File: config.mk
export PLATFORM = sky130hd
export DESIGN_NAME = weight_fifo_loader
export DESIGN_NICKNAME = d
export VERILOG_FILES = /design/src/rtl/weight_fifo_loader.sv
export SDC_FILE = /design/constraint.sdc
export NUM_CORES = 1
export LEC_CHECK = 0
export CAP_MARGIN = 5
export CORE_ASPECT_RATIO = 1.1
export CORE_MARGIN = 2
export CORE_UTILIZATION = 40
export DETAILED_ROUTE_END_ITERATION = 7
export PLACE_DENSITY = 0.82
export SYNTH_ARGS = -nofsm -noshare
export SYNTH_HDL_FRONTEND = slang
export SYNTH_SLANG_ARGS = --single-unit
File: constraint.sdc
create_clock -name clk -period 1.8 [get_ports clk]
set_input_delay 0.45 -clock clk [delete_from_list [all_inputs] [get_ports clk]]
set_output_delay 0.45 -clock clk [all_outputs]
set_load 0.02 [all_outputs]
File: src/rtl/weight_fifo_loader.sv
// Write-side sequencer for the 3-column weight FIFO: fetches a 3x3 tile from weight memory,
// pushes it into the column queues, then issues the pop train that feeds the systolic MMU.
module weight_fifo_loader #(
    parameter int unsigned ADDR_W       = 8,
    parameter int unsigned RD_LATENCY   = 1,
    parameter int unsigned POP_CYCLES   = 7,
    parameter int unsigned REVERSE_ROWS = 1
) (
    input  logic              clk,
    input  logic              rst,
    input  logic              start,
    input  logic [ADDR_W-1:0] base_addr,
    output logic              mem_rd_en,
    output logic [ADDR_W-1:0] mem_addr,
    input  logic [23:0]       mem_rd_data,
    output logic              weight_load_start,
    output logic              push_col0,
    output logic              push_col1,
    output logic              push_col2,
    output logic [7:0]        data_col0,
    output logic [7:0]        data_col1,
    output logic [7:0]        data_col2,
    output logic              pop,
    output logic              mmu_load_en,
    output logic              busy,
    output logic              done
);

    localparam int unsigned PopW = $clog2(POP_CYCLES + 1);

    typedef enum logic [2:0] {
        StIdle,
        StClear,
        StFetch,
        StWait,
        StPop,
        StDone
    } state_e;

    state_e                state_q;
    logic [ADDR_W-1:0]     base_q;
    logic [1:0]            rd_cnt_q;
    logic [1:0]            push_cnt_q;
    logic [PopW-1:0]       pop_cnt_q;
    logic [RD_LATENCY-1:0] vld_q;
    logic                  rd_issue;
    logic [1:0]            row_off;

    // A read is launched in CLEAR (row 0) and in FETCH until three have gone out.
    always_comb begin
        rd_issue = (state_q == StClear) || ((state_q == StFetch) && (rd_cnt_q != 2'd3));
        row_off  = (REVERSE_ROWS != 0) ? (2'd2 - rd_cnt_q) : rd_cnt_q;
    end

    always_ff @(posedge clk) begin
        if (rst) begin
            state_q           <= StIdle;
            base_q            <= '0;
            rd_cnt_q          <= '0;
            push_cnt_q        <= '0;
            pop_cnt_q         <= '0;
            vld_q             <= '0;
            mem_rd_en         <= 1'b0;
            mem_addr          <= '0;
            weight_load_start <= 1'b0;
            push_col0         <= 1'b0;
            push_col1         <= 1'b0;
            push_col2         <= 1'b0;
            data_col0         <= '0;
            data_col1         <= '0;
            data_col2         <= '0;
            pop               <= 1'b0;
            mmu_load_en       <= 1'b0;
            busy              <= 1'b0;
            done              <= 1'b0;
        end else begin
            weight_load_start <= 1'b0;
            mem_rd_en         <= rd_issue;
            pop               <= 1'b0;
            mmu_load_en       <= 1'b0;
            done              <= 1'b0;
            push_col0         <= vld_q[RD_LATENCY-1];
            push_col1         <= vld_q[RD_LATENCY-1];
            push_col2         <= vld_q[RD_LATENCY-1];

            // Valid tag travels with each read so the push lines up with its data.
            vld_q[0] <= rd_issue;
            for (int i = 1; i < RD_LATENCY; i++) begin
                vld_q[i] <= vld_q[i-1];
            end

            if (rd_issue) begin
                mem_addr <= base_q + ADDR_W'(row_off);
                rd_cnt_q <= rd_cnt_q + 2'd1;
            end

            if (vld_q[RD_LATENCY-1]) begin
                data_col0  <= mem_rd_data[7:0];
                data_col1  <= mem_rd_data[15:8];
                data_col2  <= mem_rd_data[23:16];
                push_cnt_q <= push_cnt_q + 2'd1;
            end

            unique case (state_q)
                StIdle: begin
                    if (start) begin
                        base_q            <= base_addr;
                        rd_cnt_q          <= '0;
                        push_cnt_q        <= '0;
                        pop_cnt_q         <= '0;
                        weight_load_start <= 1'b1;
                        busy              <= 1'b1;
                        state_q           <= StClear;
                    end
                end
                StClear: state_q <= StFetch;
                StFetch: begin
                    if (rd_cnt_q == 2'd3) begin
                        state_q <= StWait;
                    end
                end
                StWait: begin
                    if (push_cnt_q == 2'd3) begin
                        pop         <= 1'b1;
                        mmu_load_en <= 1'b1;
                        pop_cnt_q   <= PopW'(1);
                        state_q     <= StPop;
                    end
                end
                StPop: begin
                    if (pop_cnt_q == PopW'(POP_CYCLES)) begin
                        done    <= 1'b1;
                        busy    <= 1'b0;
                        state_q <= StDone;
                    end else begin
                        pop         <= 1'b1;
                        mmu_load_en <= 1'b1;
                        pop_cnt_q   <= pop_cnt_q + PopW'(1);
                    end
                end
                StDone: state_q <= StIdle;
                default: state_q <= StIdle;
            endcase
        end
    end

endmodule

# Yosys cells after proc, flatten, opt, wreduce, memory -nomap -nowiden
# Index checks and enable logic that the tools add are counted.
# totals
inputBits	35
elab_cells	69
out_inout_bits	41
reg_bits	56
# classes
addsub	5
bitwise	2
n_reduce_logical	11
n_eq_ne	13
mux	23
# ops
cell	count
2-to-1 mux 3 bit	7
one-hot mux 3 bit (5 select lines)	1
2-to-1 mux 2 bit	6
inequality test 2 bit, second input constant	5
one-hot mux 3 bit (3 select lines)	1
adder 8 x 2 -> 8 bit	1
AND reduction 4 bit	2
== test 3 x 2 -> 1 bit, second input constant	2
== test 3 bit, second input constant	2
2-to-1 mux 1 bit	6
adder 2 x 1 -> 2 bit, second input constant	2
== test 2 bit, second input constant	2
one-hot mux 1 bit (2 select lines)	2
OR reduction 2 bit	2
adder 3 x 1 -> 3 bit, second input constant	1
== test 3 x 1 -> 1 bit, second input constant	1
zero test 3 bit	1
AND reduction 3 bit	1
nonzero test 3 bit	1
inequality test 2 x 1 -> 1 bit, second input constant	1
NOT 1 bit	2
AND reduction 2 bit	1
nonzero test 2 bit	1
subtractor 2 bit, first input constant	1
2 further kinds	2

# Longest topological paths before layout
# Gate-level depths: netlist of run 1.
# depth
ltp_word	6
ltp_mapped	7
ltp_nobuf	7

# Worst setup path after synthesis of run 1
# Ideal clock, no wire load.
# synth_path
path_kind	reg2reg
startpoint	register rd_cnt_q[0]
endpoint	register mem_addr[6]
stages_incl_launch_ff	8
path_buffers	0
setup_time_ns	0.134
setup_slack_ns	0.087
period_less_slack_ns	1.713
arrival_ns	1.578
t_required_ns	1.666
cell_sequence	dfxtp_1 -> ha_1 -> inv_1 -> fa_1 -> and3_1 -> nand3_1 -> xor2_1 -> a211oi_2
# synth_via
elab_chain_cells	3
elab_cells_between_ends	5
classes_between	add/sub: 2; eq/ne: 1; reduce/logical: 2
# synth_rtl
item	line_no	rtl
start, declared	42	logic [1:0] rd_cnt_q;
start signal, assigned	94	rd_cnt_q <= rd_cnt_q + 2'd1;
parallel branches: the longest is 3 deep, another holds adder 8 x 2 -> 8 bit	n/a	
end signal, assigned	93	mem_addr <= base_q + ADDR_W'(row_off);
end, declared	14	output logic [ADDR_W-1:0] mem_addr,
# Parallel ways; which one is timed is not known.
# A chain may end at the register's enable or synchronous reset.

# Worst setup path in the final report of run 1
# Ends and elaborated chain as after synthesis.

==> impl_metrics.toml, run 1 <==
[run_status]
outcome = "completed"

[setup_path]
rr_worst_depth = 7
reg2reg_setup_slack_ns = 0.08
setup.worst_path.start_class = "register"
critical_setup_path_kind = "reg -> reg"
path_cells = "ha_1 -> inv_1 -> fa_2 -> and3_1 -> nand3_1 -> xor2_1 -> a211oi_2"
slowest_stage = "fa_2"
critical_path_peak_fanout = 3
critical_path_buf_inv_count = 1
reg2reg_to = "mem_addr[6]"
largest_stage_delay_on_the_critical_path_ns = 0.35
critical_register_to_register_path_startpoint = "rd_cnt_q[0]"
worst_path_dominant_cell_family = "adder cells"
arrival_ns = 1.92
timing.critical_path.depth = 7
worst_setup_startpoint = "rd_cnt_q[0]"
endpoint_kind = "register"
crit_end = "mem_addr[6]"
worst-endpoint-required_ns = 1.99

[logic_synthesis]
ys_top_cells_by_area = "dfxtp_1, mux2i_1, nor2_1, ha_1, a22o_1"
synth-edff-count = 0
synth_top_area_share_pct = 50.3
synth_cells = 214
post-synth-top-area-cell = "dfxtp_1"
synth.yosys.warnings = 0
synth_area_mm2 = 0.00223
netlist-cell-type-count = 37
ff_latch_count_synth = 56
postSynth.asyncResetShare_pct = 0
synth_net_count = 256
dominantRegCellSynth = "dfxtp_1"
synthesis.area_per_instance_um2 = 10.4
ys_seq_area_share_pct = 50.3

[finish]
utilization_pct = 58.2
layout-area-overhead-vs-synth_pct = 40.7
antenna_cells = 0
finalInstanceArea_mm2 = 0.00314
finalNonFillerCells = 363
share_of_cells_above_drive_strength_1_pct = 8.33
filler_cell_count = 485
final_net_count = 329

[place]
placed_cell_area_mm2 = 0.00303
worst_slack_at_placement_ns = -0.0512
place.gp.congestion = 0.804
dp_cells = 355
place.port_buffers = 75
place.detailed.hpwl_um = 3430

[global_route]
globalRouteOverflowTotal = 0
grt_pass1_wl_um = 7040
groute.usage.overall_pct = 14.8
grt_max_degree = 28
grt_pass1_vias = 1558
grt_antenna_before_repair = 0

[floorplan]
die_w_um = 75.2
design.die.area_mm2 = 0.00619
start_util_pct = 41.3
fp-row-count = 28
fp.coreArea_mm2 = 0.00540
io-pin-count = 76
floorplan.die.height_um = 82.3

[timing]
finalSetupViolations = 0
unrepaired_setup_endpoints_after_global_routing = "no"
finClkSkew_ns = 0.00763
finalHoldViolations = 0
finalCriticalPeriod_ns = 1.72
worst_hold_slack_ns = 0.441
timing.max_slew.rel_slack_pct = 61.1
fin_setup_tns_ns = 0
maxSlewViolCount = 0
finalWorstSetupSlack_ns = 0.0753
post_route_clock_period_utilization_pct = 95.8
worst_pin_slew_ns = 0.583
fmax_mhz = 580

[detailed_routing]
dr.first_iter.drc_count = 50
detail_route.wl_per_cell_um = 12.7
route.detailed.drc = 0
count_of_antenna_violating_nets_left_after_detailed_routing = 0
firstDrtPassIters = 4
via_count = 1724
drt-total-wl_um = 4600
drt-vias-per-instance = 4.75

[pwr]
static-leakage-power_nw = 1.17
clkPwrFrac_pct = 25.2
swShare_pct = 27.7
combinational_power_share_pct = 24.3
vdd.ir_drop.worst_v = 0.000604
power.net_switching_mw = 0.771
cellPowerDensity_mw_per_mm2 = 887
post-layout-total-power_mw = 2.78
pint_mw = 2.01
share_seq_of_total_power_pct = 50.5

[job]
max_cap_viol_count = 0

[cts]
worst_setup_hold_path_clk_slew_ns = 0.09
cts.path.max_buffers = 2
root_buffer = "clkbuf_8"
cts_max_level = 2
numCtsBuffers = 5
tritoncts_num_sinks = 56
worstSkewPairLatency_ns = 0.30
cts_tree = "built"

[min_path]
holdCritPathClass = "in -> reg"
-- worst min-delay path by stage --
stage | start | to | slack, ns | cells after the start
2_1_floorplan | base_q[0] | base_q[0] | 0.45 | 1
3_3_place_gp | data_col2[5] | data_col2[5] | 0.47 | 2
3_5_place_dp | data_col2[2] | data_col2[2] | 0.48 | 2
4_1_cts | rst | state_q[1] | 0.44 | 2
5_1_grt | rst | state_q[1] | 0.46 | 2
6_report | rst | state_q[1] | 0.44 | 2
-- logic make-up after synthesis --
kind of cell	count (synthesis)	share of synthesized area, %
and+or+nand+nor	68	14.8
adders and majority gates	7	4.26
buffers and inverters	20	5.05
xor gates and xnor gates	8	3.14
AOI/OAI and AO/OA	27	9.93
muxes	28	12.6
DFF	56	50.3
-- power by group through the flow --
stage,logic [mW],clock network [mW],registers (mW)
detailed placement,0.675,0,1.43
CTS,0.679,0.733,1.41
global placement,0.662,0,1.43
floorplan,0.319,0,1.51
global route,0.733,0.777,1.42
finish,0.676,0.702,1.41
-- layout make-up --
class | instances | area, um2 | share of cell area, %
timing repair buffer | 81 | 803 | 25.6
sequential | 56 | 1120 | 35.8
clock inverter | 2 | 13.8 | 0.439
tap | 75 | 93.8 | 2.99
multi-input combinational | 138 | 1000 | 32.0
clock buffer | 6 | 82.6 | 2.63
inverter | 5 | 18.8 | 0.598
-- registers in the layout (all words and copies together), names as in the netlist, 2 cells and up --
name,count
base_q,8
pop_cnt_q,3
push_cnt_q,2
mem_addr,8
state_q,3
data_col1,8
data_col0,8
data_col2,8
rd_cnt_q,2
-- routing by layer --
| metal | vias to the layer above | GRT usage, % | wire [um] |
|---|---|---|---|
| met1 | 802 | 18.4 | 2040 |
| met3 | 2 | 3.40 | 250 |
| met2 | 41 | 24.8 | 2270 |
| met5 | - | 0 | 0 |
| li1 | 879 | - | - |
| met4 | 0 | 5.79 | 49 |
-- cell usage in the layout (no fill, tap or decap), types with 2 or more instances in the layout --
cell	n
inv_1	5
clkbuf_8	6
nand2_1	3
a22o_1	8
ha_1	6
nand2b_1	2
xnor2_1	7
buf_4	5
a21oi_1	4
nor2b_1	5
nor2_1	43
a311oi_1	2
a211oi_2	2
a32oi_1	2
dfxtp_1	55
nor3_1	2
a211oi_1	4
clkdlybuf4s50_1	74
nand3_1	2
nor4_1	2
and3_1	2
mux2i_1	28
-- synthesized netlist by cell type (2+ instances only) --
| cell | count |
|---|---|
| buf_2 | 3 |
| mux2i_1 | 28 |
| xnor2_1 | 7 |
| ha_1 | 6 |
| nor3_1 | 2 |
| a32oi_1 | 2 |
| nand2b_1 | 2 |
| a21oi_1 | 5 |
| nand3_1 | 2 |
| a22o_1 | 8 |
| nor2_1 | 43 |
| dfxtp_1 | 56 |
| buf_4 | 4 |
| nor2b_1 | 5 |
| nand2_1 | 3 |
| a211oi_1 | 4 |
| and3_1 | 2 |
| clkbuf_1 | 6 |
| a311oi_1 | 2 |
| nor4_1 | 2 |
| a211oi_2 | 2 |
| inv_1 | 5 |
-- timing repair --
item                       CTS  global route
hold buffers                 0             0
setup endpoints to repair    1             4
resized for setup            1             2
buffers inserted             0             0
No activity file was read; power rests on OpenSTA's default activity.
==> inputs of run 2 (changes only) <==
- GPL_ROUTABILITY_DRIVEN: not set -> 0
- SKIP_CTS_REPAIR_TIMING: not set -> 1
==> results of run 2 <==
The final DEF is identical to that of run 1; final timing and power are the same.
==> inputs of run 3 (changes only) <==
- SETUP_SLACK_MARGIN: not set -> 0.5
==> run 3 against run 2 <==
Register-to-register slack better by 0.09 ns. Final area is 3.2% higher. Wire length is 8.4% higher. Die area stayed put. Sequential cell count stayed put. Maximum frequency is 5.5% higher. Via count is 1.6% higher. Clock-buffer cell count stayed put. Critical path type unchanged. Critical endpoint is now rd_cnt_q[0]. Largest cell class is now multi-input combinational cells.
==> impl_metrics.toml, run 3 (synthesis gave the netlist of run 1 again) <==
[pwr]
vdd.ir_drop.worst_v = 0.000354
cellPowerDensity_mw_per_mm2 = 869
post-layout-total-power_mw = 2.82
static-leakage-power_nw = 1.29

[setup_path]
critical_path_peak_fanout = 9
largest_stage_delay_on_the_critical_path_ns = 0.40
slowest_stage = "or3b_4"
endpoint_kind = "register"
worst-endpoint-required_ns = 2.01
critical_path_buf_inv_count = 2
critical_setup_path_kind = "reg -> reg"
path_cells = "ha_4 -> or3b_4 -> a21oi_4 -> buf_12 -> buf_4 -> xnor2_1 -> nor2_1"
arrival_ns = 1.84
setup.worst_path.start_class = "register"
worst_path_dominant_cell_family = "simple AND/OR/NAND/NOR gates"

[timing]
finalCriticalPeriod_ns = 1.64
finClkSkew_ns = 0.0137
timing.max_slew.rel_slack_pct = 61.4
fmax_mhz = 612
finalHoldViolations = 0
maxSlewViolCount = 0
post_route_clock_period_utilization_pct = 90.8
unrepaired_setup_endpoints_after_global_routing = "yes"
finalSetupViolations = 0
worst_pin_slew_ns = 0.579

[finish]
final_cell_mix = "dfxtp_1, nor2_1, clkdlybuf4s50_1, buf_4, mux2i_1"
final_net_count = 335
layout-area-overhead-vs-synth_pct = 45.2
layout_commonest_cell = "dfxtp_1"
antenna_cells = 0
finalInstanceArea_mm2 = 0.00324
area_taken_by_flip_flops_and_latches_mm2 = 0.00115
filler_cell_count = 478
share_of_cells_above_drive_strength_1_pct = 35.7
multi_input_area_mm2 = 0.00115

[floorplan]
fp.coreArea_mm2 = 0.00540
fp-row-count = 28
start_util_pct = 41.3
floorplan.die.height_um = 82.3
die_w_um = 75.2
design.die.area_mm2 = 0.00619
io-pin-count = 76

[place]
place.detailed.hpwl_um = 3450
place.port_buffers = 75
placed_cell_area_mm2 = 0.00308

[cts]
tritoncts_num_sinks = 56
cts.path.max_buffers = 2
numCtsBuffers = 5
worst_setup_hold_path_clk_slew_ns = 0.09
cts_max_level = 2
cts_tree = "built"
root_buffer = "clkbuf_8"
worstSkewPairLatency_ns = 0.31

[min_path]
holdCritPathClass = "reg -> reg"

[detailed_routing]
via_count = 1752
detail_route.wl_per_cell_um = 13.5
route.detailed.drc = 0
drt-vias-per-instance = 4.75
count_of_antenna_violating_nets_left_after_detailed_routing = 0
firstDrtPassIters = 4
dr.first_iter.drc_count = 42
drt-total-wl_um = 4990

[global_route]
grt_max_degree = 28
grt_antenna_before_repair = 0
grt_pass1_wl_um = 7300
globalRouteOverflowTotal = 0
grt_pass1_vias = 1639
groute.usage.overall_pct = 15.3

[job]
max_cap_viol_count = 0

[run_status]
outcome = "completed"
-- run 3: cell count changes in the layout (fill, tap and decap cells not counted), sizes merged --
cell / previous run / this run
clkdlybuf4s50: 74 / 33
buf: 7 / 44
clkbuf: 6 / 15
dlymetal6s2s: 0 / 1
-- run 3: per-stage QoR --
step | utilization, % | instances | worst slack (ns) | hold WS (ns) | TNS, ns
floorplan | - | 214 | 0.202 | 0.449 | 0
CTS | 58.7 | 363 | 0.0450 | 0.504 | 0
finish | 60.0 | 369 | 0.165 | 0.496 | 0
global placement | 57.1 | 355 | 0.0389 | 0.472 | 0
detailed placement | 57.1 | 355 | -0.0113 | 0.479 | -0.0563
global route | 60.0 | 369 | 0.0952 | 0.524 | 0
-- run 3: worst paths after layout --
kind,start,to,slack (ns),depth (start not counted)
setup reg to reg,rd_cnt_q[0],rd_cnt_q[0],0.16,7
hold reg to reg,base_q[0],base_q[0],0.50,1
hold / removal,base_q[0],base_q[0],0.50,1
setup / recovery,rd_cnt_q[0],rd_cnt_q[0],0.16,7
-- run 3: layout make-up --
| cell class | count | share of cell area, % |
|---|---|---|
| inverters | 5 | 0.657 |
| flip-flops and latches | 56 | 35.4 |
| clock buffers | 6 | 2.24 |
| multi-input cells | 138 | 35.6 |
| repair buffers | 87 | 22.8 |
| clock inverters | 2 | 0.425 |
| well taps | 75 | 2.90 |
-- run 3: worst register-to-register path, stage by stage (launching register included) --
cell	delay [ns]
dfxtp_4	0.37
ha_4	0.16
or3b_4	0.40
a21oi_4	0.18
buf_12	0.14
buf_4	0.11
xnor2_1	0.12
nor2_1	0.06
-- run 3: power breakdown --
part | leakage [nW] | internal (mW) | switching (mW)
Sequential | 0.464 | 1.34 | 0.0735
Combinational | 0.785 | 0.373 | 0.352
Clock | 0.0456 | 0.278 | 0.396
-- run 3: metal layers --
| metal | global-route usage, % | up-vias | wire length, um |
|---|---|---|---|
| met5 | 0 | - | 0 |
| met4 | 6.67 | 0 | 149 |
| met3 | 4.00 | 14 | 282 |
| met2 | 26.2 | 45 | 2400 |
| met1 | 17.9 | 806 | 2160 |
| li1 | - | 887 | - |
